==> src/rtl/ifu_axil_rd_slave.sv <==
// ifu_axil_rd_slave
// AXI-lite read-only responder on the far end of the instruction-fetch
// read channel. Accepted fetch addresses are classified (OKAY / SLVERR /
// DECERR) and queued in a small request FIFO. A five-state sequencer then
// drains the queue one request at a time through a synchronous single-port
// SRAM and returns 64-bit beats strictly in acceptance order.
//
// Ports:
//   clk, rst_n             clock, asynchronous active-low reset
//   ifu_arvalid/arready    read address handshake
//   ifu_araddr             64-bit byte address of the fetch
//   ifu_rvalid/rready      read data handshake
//   ifu_rresp              00 OKAY, 10 SLVERR, 11 DECERR
//   ifu_rdata              64-bit read beat (zero for error beats)
//   mem_en, mem_addr       SRAM read strobe and word address
//   mem_rdata              SRAM data, valid the cycle after mem_en
//   pending_cnt            requests accepted whose beat is not yet taken
module ifu_axil_rd_slave #(
   parameter logic [63:0] BASE_ADDR  = 64'h8000_0000,
   parameter int unsigned MEM_AW     = 16,
   parameter int unsigned FIFO_AW    = 2,
   parameter int unsigned RD_LATENCY = 0
) (
   input  logic              clk,
   input  logic              rst_n,
   input  logic              ifu_arvalid,
   output logic              ifu_arready,
   input  logic [63:0]       ifu_araddr,
   output logic              ifu_rvalid,
   input  logic              ifu_rready,
   output logic [1:0]        ifu_rresp,
   output logic [63:0]       ifu_rdata,
   output logic              mem_en,
   output logic [MEM_AW-1:0] mem_addr,
   input  logic [63:0]       mem_rdata,
   output logic [FIFO_AW:0]  pending_cnt
);

   localparam int unsigned DEPTH      = 1 << FIFO_AW;
   localparam logic [63:0] WINDOW_END = BASE_ADDR + (64'd1 << (MEM_AW + 3));
   localparam logic [3:0]  LAT        = 4'(RD_LATENCY);

   localparam logic [1:0] RESP_OKAY   = 2'b00;
   localparam logic [1:0] RESP_SLVERR = 2'b10;
   localparam logic [1:0] RESP_DECERR = 2'b11;

   typedef enum logic [2:0] {IDLE, WAIT, ISSUE, CAPT, RESP} FetchState;

   FetchState         state_q;
   logic [MEM_AW+1:0] fifoMem_q [DEPTH];
   logic [FIFO_AW-1:0] wrPtr_q;
   logic [FIFO_AW-1:0] rdPtr_q;
   logic [FIFO_AW:0]  fifoCount_q;
   logic [FIFO_AW:0]  fifoCount_d;
   logic [FIFO_AW:0]  pendingCnt_q;
   logic [FIFO_AW:0]  pendingCnt_d;
   logic              arReady_q;
   logic [3:0]        waitCnt_q;
   logic [1:0]        curErr_q;
   logic              memEn_q;
   logic [MEM_AW-1:0] memAddr_q;
   logic              rValid_q;
   logic [1:0]        rResp_q;
   logic [63:0]       rData_q;

   logic              arHandshake;
   logic              rHandshake;
   logic              fifoPop;
   logic              fifoEmpty;
   logic              headOk;
   logic [1:0]        reqErr;
   logic [1:0]        headErr;
   logic [MEM_AW-1:0] reqWordAddr;
   logic [MEM_AW-1:0] headAddr;

   // Classify the incoming address as it is presented. Decode errors
   // (outside the SRAM window) win over misalignment, and the word address
   // is simply the window offset in 8-byte units.
   always_comb begin
      if ((ifu_araddr < BASE_ADDR) || (ifu_araddr >= WINDOW_END)) begin
         reqErr = RESP_DECERR;
      end else if (ifu_araddr[2:0] != 3'b000) begin
         reqErr = RESP_SLVERR;
      end else begin
         reqErr = RESP_OKAY;
      end
      reqWordAddr = MEM_AW'((ifu_araddr - BASE_ADDR) >> 3);
   end

   assign arHandshake = ifu_arvalid & arReady_q;
   assign rHandshake  = rValid_q & ifu_rready;
   assign fifoPop     = (state_q == ISSUE);
   assign fifoEmpty   = (fifoCount_q == '0);
   assign headErr     = fifoMem_q[rdPtr_q][MEM_AW+1:MEM_AW];
   assign headAddr    = fifoMem_q[rdPtr_q][MEM_AW-1:0];
   assign headOk      = (headErr == RESP_OKAY);

   // Next FIFO occupancy and next outstanding-request count. A push and a
   // pop (or an ar and an r handshake) in the same cycle cancel out.
   always_comb begin
      fifoCount_d = fifoCount_q;
      if (arHandshake && !fifoPop) begin
         fifoCount_d = fifoCount_q + (FIFO_AW+1)'(1);
      end else if (!arHandshake && fifoPop) begin
         fifoCount_d = fifoCount_q - (FIFO_AW+1)'(1);
      end

      pendingCnt_d = pendingCnt_q;
      if (arHandshake && !rHandshake) begin
         pendingCnt_d = pendingCnt_q + (FIFO_AW+1)'(1);
      end else if (!arHandshake && rHandshake) begin
         pendingCnt_d = pendingCnt_q - (FIFO_AW+1)'(1);
      end
   end

   // Request storage needs no reset: an entry is only ever read after it
   // has been written, as tracked by the pointers and count below.
   always_ff @(posedge clk) begin
      if (arHandshake) begin
         fifoMem_q[wrPtr_q] <= {reqErr, reqWordAddr};
      end
   end

   // FIFO pointers, counters and the registered arready. arready follows
   // the registered occupancy, so a slot freed by a pop only becomes
   // visible to the initiator in the following cycle.
   always_ff @(posedge clk or negedge rst_n) begin
      if (!rst_n) begin
         wrPtr_q      <= '0;
         rdPtr_q      <= '0;
         fifoCount_q  <= '0;
         pendingCnt_q <= '0;
         arReady_q    <= 1'b0;
      end else begin
         if (arHandshake) begin
            wrPtr_q <= wrPtr_q + FIFO_AW'(1);
         end
         if (fifoPop) begin
            rdPtr_q <= rdPtr_q + FIFO_AW'(1);
         end
         fifoCount_q  <= fifoCount_d;
         pendingCnt_q <= pendingCnt_d;
         arReady_q    <= (fifoCount_d != (FIFO_AW+1)'(DEPTH));
      end
   end

   // Request sequencer. mem_en is registered, so it is raised on the edge
   // that enters ISSUE using the FIFO head at that moment; the head is then
   // popped at the end of ISSUE. Error requests walk through exactly the
   // same states so their beats have the same timing as OKAY beats, they
   // simply never strobe the SRAM and return zero data.
   always_ff @(posedge clk or negedge rst_n) begin
      if (!rst_n) begin
         state_q   <= IDLE;
         waitCnt_q <= '0;
         curErr_q  <= RESP_OKAY;
         memEn_q   <= 1'b0;
         memAddr_q <= '0;
         rValid_q  <= 1'b0;
         rResp_q   <= RESP_OKAY;
         rData_q   <= '0;
      end else begin
         memEn_q <= 1'b0;
         case (state_q)
            IDLE: begin
               if (!fifoEmpty) begin
                  if (LAT != 4'd0) begin
                     state_q   <= WAIT;
                     waitCnt_q <= LAT;
                  end else begin
                     state_q   <= ISSUE;
                     memEn_q   <= headOk;
                     memAddr_q <= headAddr;
                  end
               end
            end
            WAIT: begin
               waitCnt_q <= waitCnt_q - 4'd1;
               if (waitCnt_q == 4'd1) begin
                  state_q   <= ISSUE;
                  memEn_q   <= headOk;
                  memAddr_q <= headAddr;
               end
            end
            ISSUE: begin
               curErr_q <= headErr;
               state_q  <= CAPT;
            end
            CAPT: begin
               rData_q  <= (curErr_q == RESP_OKAY) ? mem_rdata : 64'h0;
               rResp_q  <= curErr_q;
               rValid_q <= 1'b1;
               state_q  <= RESP;
            end
            RESP: begin
               if (ifu_rready) begin
                  rValid_q <= 1'b0;
                  if (fifoEmpty) begin
                     state_q <= IDLE;
                  end else if (LAT != 4'd0) begin
                     state_q   <= WAIT;
                     waitCnt_q <= LAT;
                  end else begin
                     state_q   <= ISSUE;
                     memEn_q   <= headOk;
                     memAddr_q <= headAddr;
                  end
               end
            end
            default: begin
               state_q <= IDLE;
            end
         endcase
      end
   end

   assign ifu_arready = arReady_q;
   assign ifu_rvalid  = rValid_q;
   assign ifu_rresp   = rResp_q;
   assign ifu_rdata   = rData_q;
   assign mem_en      = memEn_q;
   assign mem_addr    = memAddr_q;
   assign pending_cnt = pendingCnt_q;

endmodule

==> config.mk <==
export PLATFORM = sky130hd
export DESIGN_NAME = ifu_axil_rd_slave
export DESIGN_NICKNAME = d
export VERILOG_FILES = /design/src/rtl/ifu_axil_rd_slave.sv
export SDC_FILE = /design/constraint.sdc
export NUM_CORES = 1
export LEC_CHECK = 0
export BUFFER_PORTS_ARGS = -buffer_cell sky130_fd_sc_hd__clkbuf_2
export CAP_MARGIN = 20
export CORE_ASPECT_RATIO = 1.4
export CORE_MARGIN = 5
export CORE_UTILIZATION = 45
export DETAILED_ROUTE_END_ITERATION = 8
export GPL_ROUTABILITY_DRIVEN = 0
export HOLD_SLACK_MARGIN = 0.15
export PLACE_DENSITY = 0.72
export SKIP_CTS_REPAIR_TIMING = 1
export SYNTH_ARGS = -nofsm -noshare
export SYNTH_HDL_FRONTEND = slang
export SYNTH_SLANG_ARGS = --single-unit
==> constraint.sdc <==
create_clock -name clk -period 2.4 [get_ports clk]
set_input_delay 0.24 -clock clk [delete_from_list [all_inputs] [get_ports clk]]
set_output_delay 0.24 -clock clk [all_outputs]
set_load 0.05 [all_outputs]
==> results of run 1 <==
synth_stat cells, types with 2 or more instances:
| cell type | number |
|---|---|
| xnor2_1 | 9 |
| mux2_2 | 10 |
| nand4_1 | 3 |
| inv_1 | 8 |
| xor2_1 | 2 |
| a21oi_1 | 4 |
| nor2_1 | 10 |
| edfxtp_1 | 72 |
| clkbuf_1 | 17 |
| ha_1 | 10 |
| nor4_1 | 10 |
| nand2_1 | 148 |
| mux4_2 | 18 |
| dfrtp_1 | 104 |
| buf_2 | 9 |
| nor3_1 | 4 |
| mux2_4 | 9 |
| o21ai_0 | 67 |
| o21ai_1 | 2 |
| and3_1 | 5 |
| buf_4 | 2 |
final timing paths:
check / end / slack [ns] / cells past startpoint
max: mem_addr[4]$_DFFE_PN0P_ / 0.41 / 7
min: ifu_rvalid$_DFFE_PN0P_ / 0.13 / 4
max reg2reg: mem_addr[4]$_DFFE_PN0P_ / 0.41 / 7
min reg2reg: waitCnt_q[3]$_DFFE_PN0P_ / 0.47 / 1
max in group asynchronous: ifu_rdata[59]$_DFFE_PN0P_ / 1.26 / 3
min in group asynchronous: ifu_rdata[35]$_DFFE_PN0P_ / 0.40 / 2
critical path, cell delays in order (launching register included):
cell and delay, ns:
dfrtp_1 0.44, inv_1 0.12, ha_1 0.14, nor2b_1 0.24, nor4_4 0.09, a31oi_4 0.15
buf_4 0.31, mux2_2 0.37
report_power, final:
group          switching, uW  internal, uW
clock                   1130          1360
combinational           4550          1960
sequential               636          4240
total                   6320          7560
state kept, by name, summed over array words and instances (netlist names), 3 cells and up:
register / cells
fifoMem_q: 72
waitCnt_q: 4
fifoCount_q: 3
pending_cnt: 3
state_q: 3
ifu_rdata: 64
mem_addr: 16
metal layers:
layer  up-vias  GRT usage (%)
li1       2498              -
met1      2524           20.2
met2       202           30.2
met3        29           3.84
met4         0           6.97
met5         -              0
logic make-up (layout without fill, tap and decap cells):
logic type | count (synthesis) | in the layout | synth area share [%]
other cells | 0 | 1 | 0
compound gates | 79 | 79 | 6.05
mux | 38 | 38 | 9.35
buf+inv | 37 | 351 | 2.33
fa+ha+maj | 11 | 11 | 2.05
simple gates | 190 | 190 | 11.7
xor+xnor | 11 | 11 | 1.36
flops | 176 | 176 | 67.2
through the flow:
stage	hold WS [ns]	cells	total power, uW
global placement	0.290	939	11200
global route	0.183	1052	14700
floorplan	-0.0556	542	9770
CTS	-0.157	971	13900
detailed placement	0.306	939	11400
finish	0.126	1053	13900
cells in the final DEF, fill, tap and decap left out, types with 4 or more instances in the layout:
master         netlist  final
a21oi_1              4      4
and3_1               5      5
buf_4                2     11
clkbuf_16            0     17
clkbuf_2             0    218
dfrtp_1            104    104
dlygate4sd3_1        0     81
edfxtp_1            72     72
ha_1                10     10
inv_1                8      8
mux2_2              10     10
mux2_4               9      9
mux4_2              18     18
nand2_1            148    148
nor2_1              10      9
nor3_1               4      4
nor4_1              10     10
o21ai_0             67     67
xnor2_1              9      9
area by class of cell:
type / count / share of cell area (%)
multi-input combinational: 329 / 22.3
inverter: 8 / 0.308
sequential: 176 / 48.9
clock inverter: 11 / 0.860
clock buffer: 21 / 4.62
antenna: 1 / 0.0257
tap: 196 / 2.51
timing repair buffer: 311 / 20.6
==> qor.yml, run 1 <==
design_area_um2: 9750
maxCapViolations: 0
vdd_drop_max_mv: 0.922
fin_util_pct: 62.8
synthDistinctLibCells: 40
top_layer: "met4"
start_util_pct: 45.7
grt_usage_pct: 17.1
ys_async_sr_fraction_pct: 59.1
fp.dieArea_um2: 18400
clk-insertion-delay-late_ns: 0.42
cp.required_ns: 2.70
finClkSkew_ns: 0.00840
multi_input_area_um2: 2170
min_period_ns: 1.99
finalWorstSetupSlack_ns: 0.408
synth-seq-cells: 176
ys_warn_count: 0
dpl_worst_slack_ns: 0.399
placed_cell_area_um2: 8410
yosysTopAreaCell: "dfrtp_1"
portBuffers: 219
grt_max_degree: 89
tritoncts: "yes"
drtIter0Drc: 402
wl_mm: 17.1
clkTransAtPathRegs_ns: 0.07
powerDensity_nw_per_um2: 1420
cp_max_fo: 17
synthTopCellsByArea: "dfrtp_1 (37%), edfxtp_1 (30%), nand2_1 (7.8%)"
die_w_um: 116
cts.path.max_buffers: 2
coreArea_um2: 15500
ys_seq_area_share_pct: 67.2
drcViolationCount: 0
status: "complete, no violations"
wl_met3_mm: 1.26
drt_first_pass_iters: 4
vias_per_cell: 4.99
avgSynthCellArea_um2: 13.1
p_leak_uw: 0.00443
synth_area_um2: 7090
crit_type: "reg -> reg"
rows: 54
hold_path.class: "in -> reg"
grt_pass1_vias: 4977
synth_cells: 542
grt_pass1_wl_mm: 24.3
fmax_mhz: 502
ant_nets: 0
min_from: "ifu_rready"
grt.overflow.total: 0
synth_nets: 685
syn_to_final_growth_pct: 37.5
finalCritPeriodShare_pct: 83.0
layout-drive-gt1-share_pct: 35.4
rsz0062_at_grt: "no"
regArea_um2: 4760
synth_edf_count: 72
finalSetupViolations: 0
cp.arrival_ns: 2.30
crit_start: "fifoCount_q[0]$_DFF_PN0_"
dp_hpwl_mm: 11.2
synth_top_area_share_pct: 36.7
pin_count: 220
cp-end-kind: "register"
worst_pin_slew_ns: 0.706
relSlewSlack_pct: 53.0
synth_ff_type: "dfrtp_1"
met1_length_mm: 6.62
fin_tns_setup_ns: 0
final_nets: 986
maxSlewViolCount: 0
start_kind: "register"
die_h_um: 159
wl_per_cell_um: 16.2
finalHoldViolations: 0
htree_levels: 4
root_buffer: "clkbuf_16"
wl_met2_mm: 8.80
nFillCells: 1136
antenna_found_initial: 0
vias: 5253
cts_made_buffers: 17
cts_sinks: 176
regToRegStartpoint: "fifoCount_q[0]$_DFF_PN0_"
Note: power is estimated with default switching activity, not from simulation.
==> inputs of run 2 (changes only) <==
--- a/config.mk
+++ b/config.mk
@@ -5,6 +5,7 @@
 export SDC_FILE = /design/constraint.sdc
 export NUM_CORES = 1
 export LEC_CHECK = 0
+export ABC_AREA = 1
 export BUFFER_PORTS_ARGS = -buffer_cell sky130_fd_sc_hd__clkbuf_2
 export CAP_MARGIN = 20
 export CORE_ASPECT_RATIO = 1.4
@@ -13,7 +14,7 @@
 export DETAILED_ROUTE_END_ITERATION = 8
 export GPL_ROUTABILITY_DRIVEN = 0
 export HOLD_SLACK_MARGIN = 0.15
-export PLACE_DENSITY = 0.72
+export PLACE_DENSITY = 0.71
 export SKIP_CTS_REPAIR_TIMING = 1
 export SYNTH_ARGS = -nofsm -noshare
 export SYNTH_HDL_FRONTEND = slang
==> constraint.sdc (replaced) <==
create_clock -name clk -period 2.1 [get_ports clk]
set_input_delay 0.21 -clock clk [delete_from_list [all_inputs] [get_ports clk]]
set_output_delay 0.21 -clock clk [all_outputs]
set_load 0.05 [all_outputs]
==> run 2 against run 1 <==
  * Power is 17% higher
  * Clock-buffer cell count fell by 4
  * Final area up 3.0%
  * Die area increased by 2.5%
  * Synthesized area increased by 2.7%
  * Critical path type unchanged
  * Critical endpoint is now pending_cnt[2]$_DFFE_PN0P_
  * Largest cell class unchanged
==> qor.yml, run 2 <==
drtIter0Drc: 536  # +33%
cts.path.max_buffers: 2  # unchanged
ant_nets: 0  # unchanged
coreArea_um2: 16000  # +3.2%
finalSetupViolations: 0  # unchanged
crit_type: "reg -> reg"
synth_commonest_cells: "nand2_1 (213), dfrtp_1 (104), o21ai_0 (88)"
cp-end-kind: "register"
p_clk_share_pct: 20.1  # +2.1 points
dp_hpwl_mm: 11.9  # +6.1%
finClkSkew_ns: 0.00939  # +0.000981 ns
portBuffers: 219  # unchanged
power.internal_uw: 8390  # +11%
placed_cell_area_um2: 8590  # +2.2%
seq_power_share_pct: 33.6  # -1.5 points
fin_tns_setup_ns: 0  # unchanged
power.switching_uw: 7860  # +24%
path_cells: "nand2_1 -> inv_1 -> ha_1 -> inv_1 -> fa_1 -> a21oi_1 -> o21ai_0 -> xnor2_1"
htree_levels: 4  # unchanged
grt.overflow.total: 0  # unchanged
synth_top_area_share_pct: 35.7  # -0.96 points
p_leak_uw: 0.00473  # +6.8%
diodes: 0  # -1
final_nets: 1151  # +17%
synth_area_um2: 7290  # +2.7%
antenna_found_initial: 0  # unchanged
relSlewSlack_pct: 63.6  # +11 points
die_w_um: 118  # +1.2%
cpMostUsedCell: "inv_1"
final_cell_mix: "clkbuf_2 (218), nand2_1 (213), dfrtp_1 (103)"
nFillCells: 1284  # +13%
fp.dieArea_um2: 18900  # +2.5%
drcViolationCount: 0  # unchanged
worst_pin_slew_ns: 0.545  # -0.160 ns
clkTransAtPathRegs_ns: 0.08  # about the same
synth_nets: 851  # +24%
ys_seq_area_share_pct: 65.4  # -1.8 points
synthDistinctLibCells: 29  # -28%
vias: 5964  # +14%
maxCapViolations: 0  # unchanged
clk-insertion-delay-late_ns: 0.42  # about the same
start_kind: "register"
fin_util_pct: 62.6  # -0.13 points
layout-drive-gt1-share_pct: 27.5  # -7.9 points
drt_first_pass_iters: 6  # +2
wl_mm: 17.9  # +4.9%
regArea_um2: 4770  # about the same
rows: 55  # +1.9%
cp.required_ns: 2.41  # -0.29 ns
wl_per_cell_um: 14.7  # -9.5%
hold_path.class: "in -> reg"
start_util_pct: 45.4  # -0.21 points
synthTopCellsByArea: "dfrtp_1 (36%), edfxtp_1 (30%), nand2_1 (11%)"
ys_async_sr_fraction_pct: 59.1  # unchanged
grt_pass1_wl_mm: 26.6  # +9.5%
fmax_mhz: 599  # +19%
cpPeakStageDelay_ns: 0.37  # -0.07 ns
rsz0062_at_grt: "no"
cts_made_buffers: 17  # unchanged
vias_per_cell: 4.89  # -2.0%
cts_sinks: 176  # unchanged
pin_count: 220  # unchanged
mostFrequentLayoutCell: "clkbuf_2"
largest_reg_flops: 72  # unchanged
root_buffer: "clkbuf_16"
synth_ff_type: "dfrtp_1"
crit_buf_inv: 2  # unchanged
min_period_ns: 1.67  # -0.322 ns
vdd_drop_max_mv: 1.12  # +21%
whs_ns: 0.151  # +0.0251 ns
top_register: "fifoMem_q"
cp_top_family: "adder cells"
synth_cells: 708  # +31%
multi_input_area_um2: 2220  # +2.2%
sw_frac_of_total_pct: 48.4  # +2.8 points
finalHoldViolations: 0  # unchanged
cp.arrival_ns: 1.98  # -0.32 ns
cp_max_fo: 6  # -11
grt_pass1_vias: 5276  # +6.0%
finalPower_uw: 16300  # +17%
crit_path_top_delay_cell: "fa_1"
p_comb_share_pct: 46.3  # -0.6 points
syn_to_final_growth_pct: 37.8
maxSlewViolCount: 0  # unchanged
design_area_um2: 10000  # +3.0%
yosysTopAreaCell: "dfrtp_1"
tritoncts: "yes"
die_h_um: 161  # +1.3%
grt_max_degree: 129  # +45%
synth_most_common_cell: "nand2_1"
synth-seq-cells: 176  # unchanged
powerDensity_nw_per_um2: 1620  # +14%
avgSynthCellArea_um2: 10.3  # -21%
grt_usage_pct: 17.5  # +0.36 points
synth_edf_count: 72  # unchanged
status: "complete, no violations"
ys_warn_count: 0  # unchanged
finalCritPeriodShare_pct: 79.5  # -3.5 points
[run 2: cell count changes after synthesis, sizes merged, moves of 6 or more]
cell,before,now
mux2,19,1
nor4,11,0
mux4,18,0
o21ai,69,104
buf,12,18
xnor2,9,3
nand2,148,216
inv,8,29
nand3,1,33
nor2,10,72
o22ai,0,16
[run 2: kinds of logic after synthesis]
family	after synthesis	share of synthesized area [%]
muxes	1	0.155
buffers and inverters	63	4.28
xor gates and xnor gates	8	0.962
DFF	176	65.4
and+or+nand+nor	328	18.5
adders and majority gates	11	1.99
AOI/OAI and AO/OA	121	8.74
[run 2: power groups by stage]
stage               sequential [uW]  combinational [uW]  clock (uW)
finish                         5460                7530        3270
global route                   5570                8200        3510
CTS                            5440                7460        3350
detailed placement             5510                7430           0
global placement               5470                7370           0
floorplan                      8020                3010           0
[run 2: cell type report]
type / count / share of cell area, %
clock inverters: 15 / 2.13
clock buffers: 17 / 4.24
flip-flops and latches: 176 / 47.5
repair buffers: 315 / 20.5
inverters: 29 / 1.08
well taps: 199 / 2.48
multi-input cells: 469 / 22.1
[run 2: per-stage QoR]
stage          instances  setup WS (ns)
5_1_grt             1220          0.311
2_1_floorplan        708          0.163
3_5_place_dp        1107          0.433
4_1_cts             1139          0.421
3_3_place_gp        1107          0.472
6_report            1220          0.430
[run 2: path summary, 6_finish.rpt]
path                                          start                          to  slack [ns]  cells past startpoint
max reg2reg                   ifu_arready$_DFF_PN0_  pending_cnt[2]$_DFFE_PN0P_        0.43                      8
min reg2reg                waitCnt_q[3]$_DFFE_PN0P_    waitCnt_q[3]$_DFFE_PN0P_        0.47                      1
max in group asynchronous                     rst_n    mem_addr[11]$_DFFE_PN0P_        1.17                      3
max                           ifu_arready$_DFF_PN0_  pending_cnt[2]$_DFFE_PN0P_        0.43                      8
min in group asynchronous                     rst_n   ifu_rdata[28]$_DFFE_PN0P_        0.27                      2
min                                   ifu_araddr[1]  fifoMem_q[0][17]$_DFFE_PP_        0.15                      3
[run 2: worst register-to-register path, delay by kind of cell, from the launching register on]
family          cells  cell delay (ns)
fa+ha+maj           2             0.54
buf+inv             2             0.22
xor+xnor            1             0.13
compound gates      2             0.25
flops               1             0.36
simple gates        1             0.06
[run 2: routing by layer]
metal | GRT usage, % | wire (um)
met3 | 4.54 | 1100
met2 | 31.3 | 9280
met4 | 6.94 | 452
met1 | 19.8 | 7060
met5 | 0 | 0
==> inputs of run 3 (changes only) <==
--- a/config.mk
+++ b/config.mk
@@ -5,7 +5,7 @@
 export SDC_FILE = /design/constraint.sdc
 export NUM_CORES = 1
 export LEC_CHECK = 0
-export ABC_AREA = 1
+export ABC_AREA = 0
 export BUFFER_PORTS_ARGS = -buffer_cell sky130_fd_sc_hd__clkbuf_2
 export CAP_MARGIN = 20
 export CORE_ASPECT_RATIO = 1.4
@@ -14,7 +14,7 @@
 export DETAILED_ROUTE_END_ITERATION = 8
 export GPL_ROUTABILITY_DRIVEN = 0
 export HOLD_SLACK_MARGIN = 0.15
-export PLACE_DENSITY = 0.71
+export PLACE_DENSITY = 0.72
 export SKIP_CTS_REPAIR_TIMING = 1
 export SYNTH_ARGS = -nofsm -noshare
 export SYNTH_HDL_FRONTEND = slang
==> constraint.sdc (replaced) <==
create_clock -name clk -period 1.62 [get_ports clk]
set_input_delay 0.162 -clock clk [delete_from_list [all_inputs] [get_ports clk]]
set_output_delay 0.162 -clock clk [all_outputs]
set_load 0.05 [all_outputs]
==> run 3 against run 2 <==
  * Largest cell class unchanged
  * Sequential power rose by 32%
  * Combinational power rose by 43%
  * Power rose by 36%
  * Clock skew increased by 0.0018 ns
  * Critical endpoint is now mem_addr[8]$_DFFE_PN0P_
  * Non-clock buffer count is 23 higher
  * Die area down 2.4%
  * Register-to-register slack worse by 0.44 ns
  * Global-route usage is 0.60 points higher
  * Wire length increased by 3.6%
  * Clock-buffer cell count stayed put
  * The flow now finishes with violations (setup timing)
==> qor.yml, run 3 (synthesized netlist as in run 1, its figures left out) <==
status: "finished, violations left"
violations: "setup timing"
vdd_drop_max_mv: 1.43  # +28%
clkTransAtPathRegs_ns: 0.07  # about the same
vias_per_cell: 5.11  # +4.4%
start_util_pct: 45.7  # +0.21 points
tritoncts: "yes"
drcViolationCount: 0  # unchanged
hold_path.class: "in -> async"
grt_max_degree: 65  # -50%
layout-drive-gt1-share_pct: 39.1  # +12 points
rows: 54  # -1.8%
htree_levels: 4  # unchanged
top_register: "fifoMem_q"
nFillCells: 1063  # -17%
cp_max_fo: 10  # +4
reg2regPathDepth: 7  # -1
grt.overflow.total: 0  # unchanged
finalHoldViolations: 0  # unchanged
drtIter0Drc: 533  # -0.56%
largest_reg_flops: 72  # unchanged
vias: 5509  # -7.6%
final_nets: 1013  # -12%
min_period_ns: 1.63
root_buffer: "clkbuf_16"
worst_pin_slew_ns: 0.359  # -0.187 ns
regToRegStartpoint: "fifoCount_q[1]$_DFF_PN0_"
crit_start: "ifu_rready"
fp.dieArea_um2: 18400  # -2.4%
cp-end-kind: "register"
finalSetupViolations: 11  # +11
ant_nets: 0  # unchanged
maxCapViolations: 0  # unchanged
fmax_mhz: 614
fin_util_pct: 65.9  # +3.3 points
grt_usage_pct: 18.1  # +0.60 points
portBuffers: 219  # unchanged
mostFrequentLayoutCell: "clkbuf_2"
cts_made_buffers: 17  # unchanged
p_leak_uw: 0.00465  # -1.7%
wl_per_cell_um: 17.2  # +17%
finalCritPeriodShare_pct: 101
antenna_found_initial: 0  # unchanged
cp.arrival_ns: 1.93  # -0.05 ns
powerDensity_nw_per_um2: 2150  # +33%
drt_first_pass_iters: 5  # -1
finalWorstSetupSlack_ns: -0.00916  # -0.439 ns
coreArea_um2: 15500  # -3.1%
cp.required_ns: 1.92  # -0.49 ns
start_kind: "primary input"
crit_type: "in -> reg"
rsz0062_at_grt: "yes"
endpoint: "mem_addr[8]$_DFFE_PN0P_"
diodes: 0  # unchanged
clk-insertion-delay-late_ns: 0.43  # about the same
worstReg2RegEnd: "mem_addr[3]$_DFFE_PN0P_"
pin_count: 220  # unchanged
whs_ns: 0.194  # +0.0424 ns
dp_hpwl_mm: 12.1  # +1.9%
die_h_um: 159  # -1.2%
maxSlewViolCount: 0  # unchanged
grt_pass1_wl_mm: 25.5  # -4.1%
relSlewSlack_pct: 76.1  # +13 points
grt_pass1_vias: 5163  # -2.1%
final_cell_mix: "clkbuf_2 (218), nand2_1 (147), dfrtp_1 (100)"
finClkSkew_ns: 0.0112  # +0.00180 ns
wl_mm: 18.6  # +3.6%
syn_to_final_growth_pct: 44.4
die_w_um: 116  # -1.2%
r2r_slack_ns: -0.009  # -0.44 ns
cts_sinks: 176  # unchanged
cts.path.max_buffers: 2  # unchanged
## run 3: cell types whose count changed in the layout (fill, tap and decap cells not counted), sizes merged, moves of 6 or more
cell | previous run | this run
buf | 16 | 35
o22ai | 16 | 0
nor2 | 72 | 10
inv | 38 | 17
mux4 | 0 | 18
nand3 | 33 | 1
o21ai | 104 | 69
nor4 | 0 | 11
mux2 | 1 | 19
xnor2 | 3 | 9
nand2 | 216 | 148
## run 3: layer usage
layer	vias to the layer above	global-route usage (%)	part of all wire [%]
li1	2557	-	-
met5	-	0	0
met3	28	4.87	8.6
met1	2655	20.8	37
met4	0	5.91	2.0
met2	269	32.5	53
## run 3: metrics by stage
stage	TNS, ns	cell area, um2	instances	setup slack, ns	total power [uW]
CTS	-0.243	9330	991	-0.0398	21800
finish	-0.0498	10200	1079	-0.00916	22000
global route	-0.566	10200	1079	-0.0498	23200
global placement	-0.0514	8740	959	-0.00909	17400
detailed placement	-0.181	8740	959	-0.0370	17700
floorplan	-0.831	7140	542	-0.0766	14600
## run 3: critical path, cell delays in order
cell and delay, ns:
dlygate4sd3_1 0.55, clkbuf_2 0.14, and2b_1 0.23, nor4_4 0.30
a31oi_4 0.08, buf_12 0.17, mux2_4 0.29
## run 3: worst min path at each step
stage                from  slack, ns  cells past startpoint                       end
floorplan           rst_n      -0.13                      0   curErr_q[0]$_DFFE_PN0P_
global placement    rst_n        0.1                      1  ifu_rdata[1]$_DFFE_PN0P_
detailed placement  rst_n       0.10                      1  ifu_rdata[0]$_DFFE_PN0P_
CTS                 rst_n      -0.36                      1  ifu_rdata[0]$_DFFE_PN0P_
global route        rst_n       0.21                      2   mem_addr[2]$_DFFE_PN0P_
finish              rst_n       0.19                      2  ifu_rdata[2]$_DFFE_PN0P_
## run 3: cell type report
class | count | area [um2] | area share [%]
sequential | 176 | 4770 | 46.6
clock buffer | 17 | 425 | 4.15
multi-input combinational | 329 | 2230 | 21.8
clock inverter | 15 | 164 | 1.60
tap | 196 | 245 | 2.39
timing repair buffer | 338 | 2370 | 23.2
inverter | 8 | 32.5 | 0.318
## run 3: power breakdown
group / leakage [uW] / switching [uW] / total (uW) / internal, uW
clock network: 0.000283 / 1910 / 3990 / 2070
logic: 0.00239 / 7170 / 10800 / 3680
registers: 0.00197 / 932 / 7220 / 6280
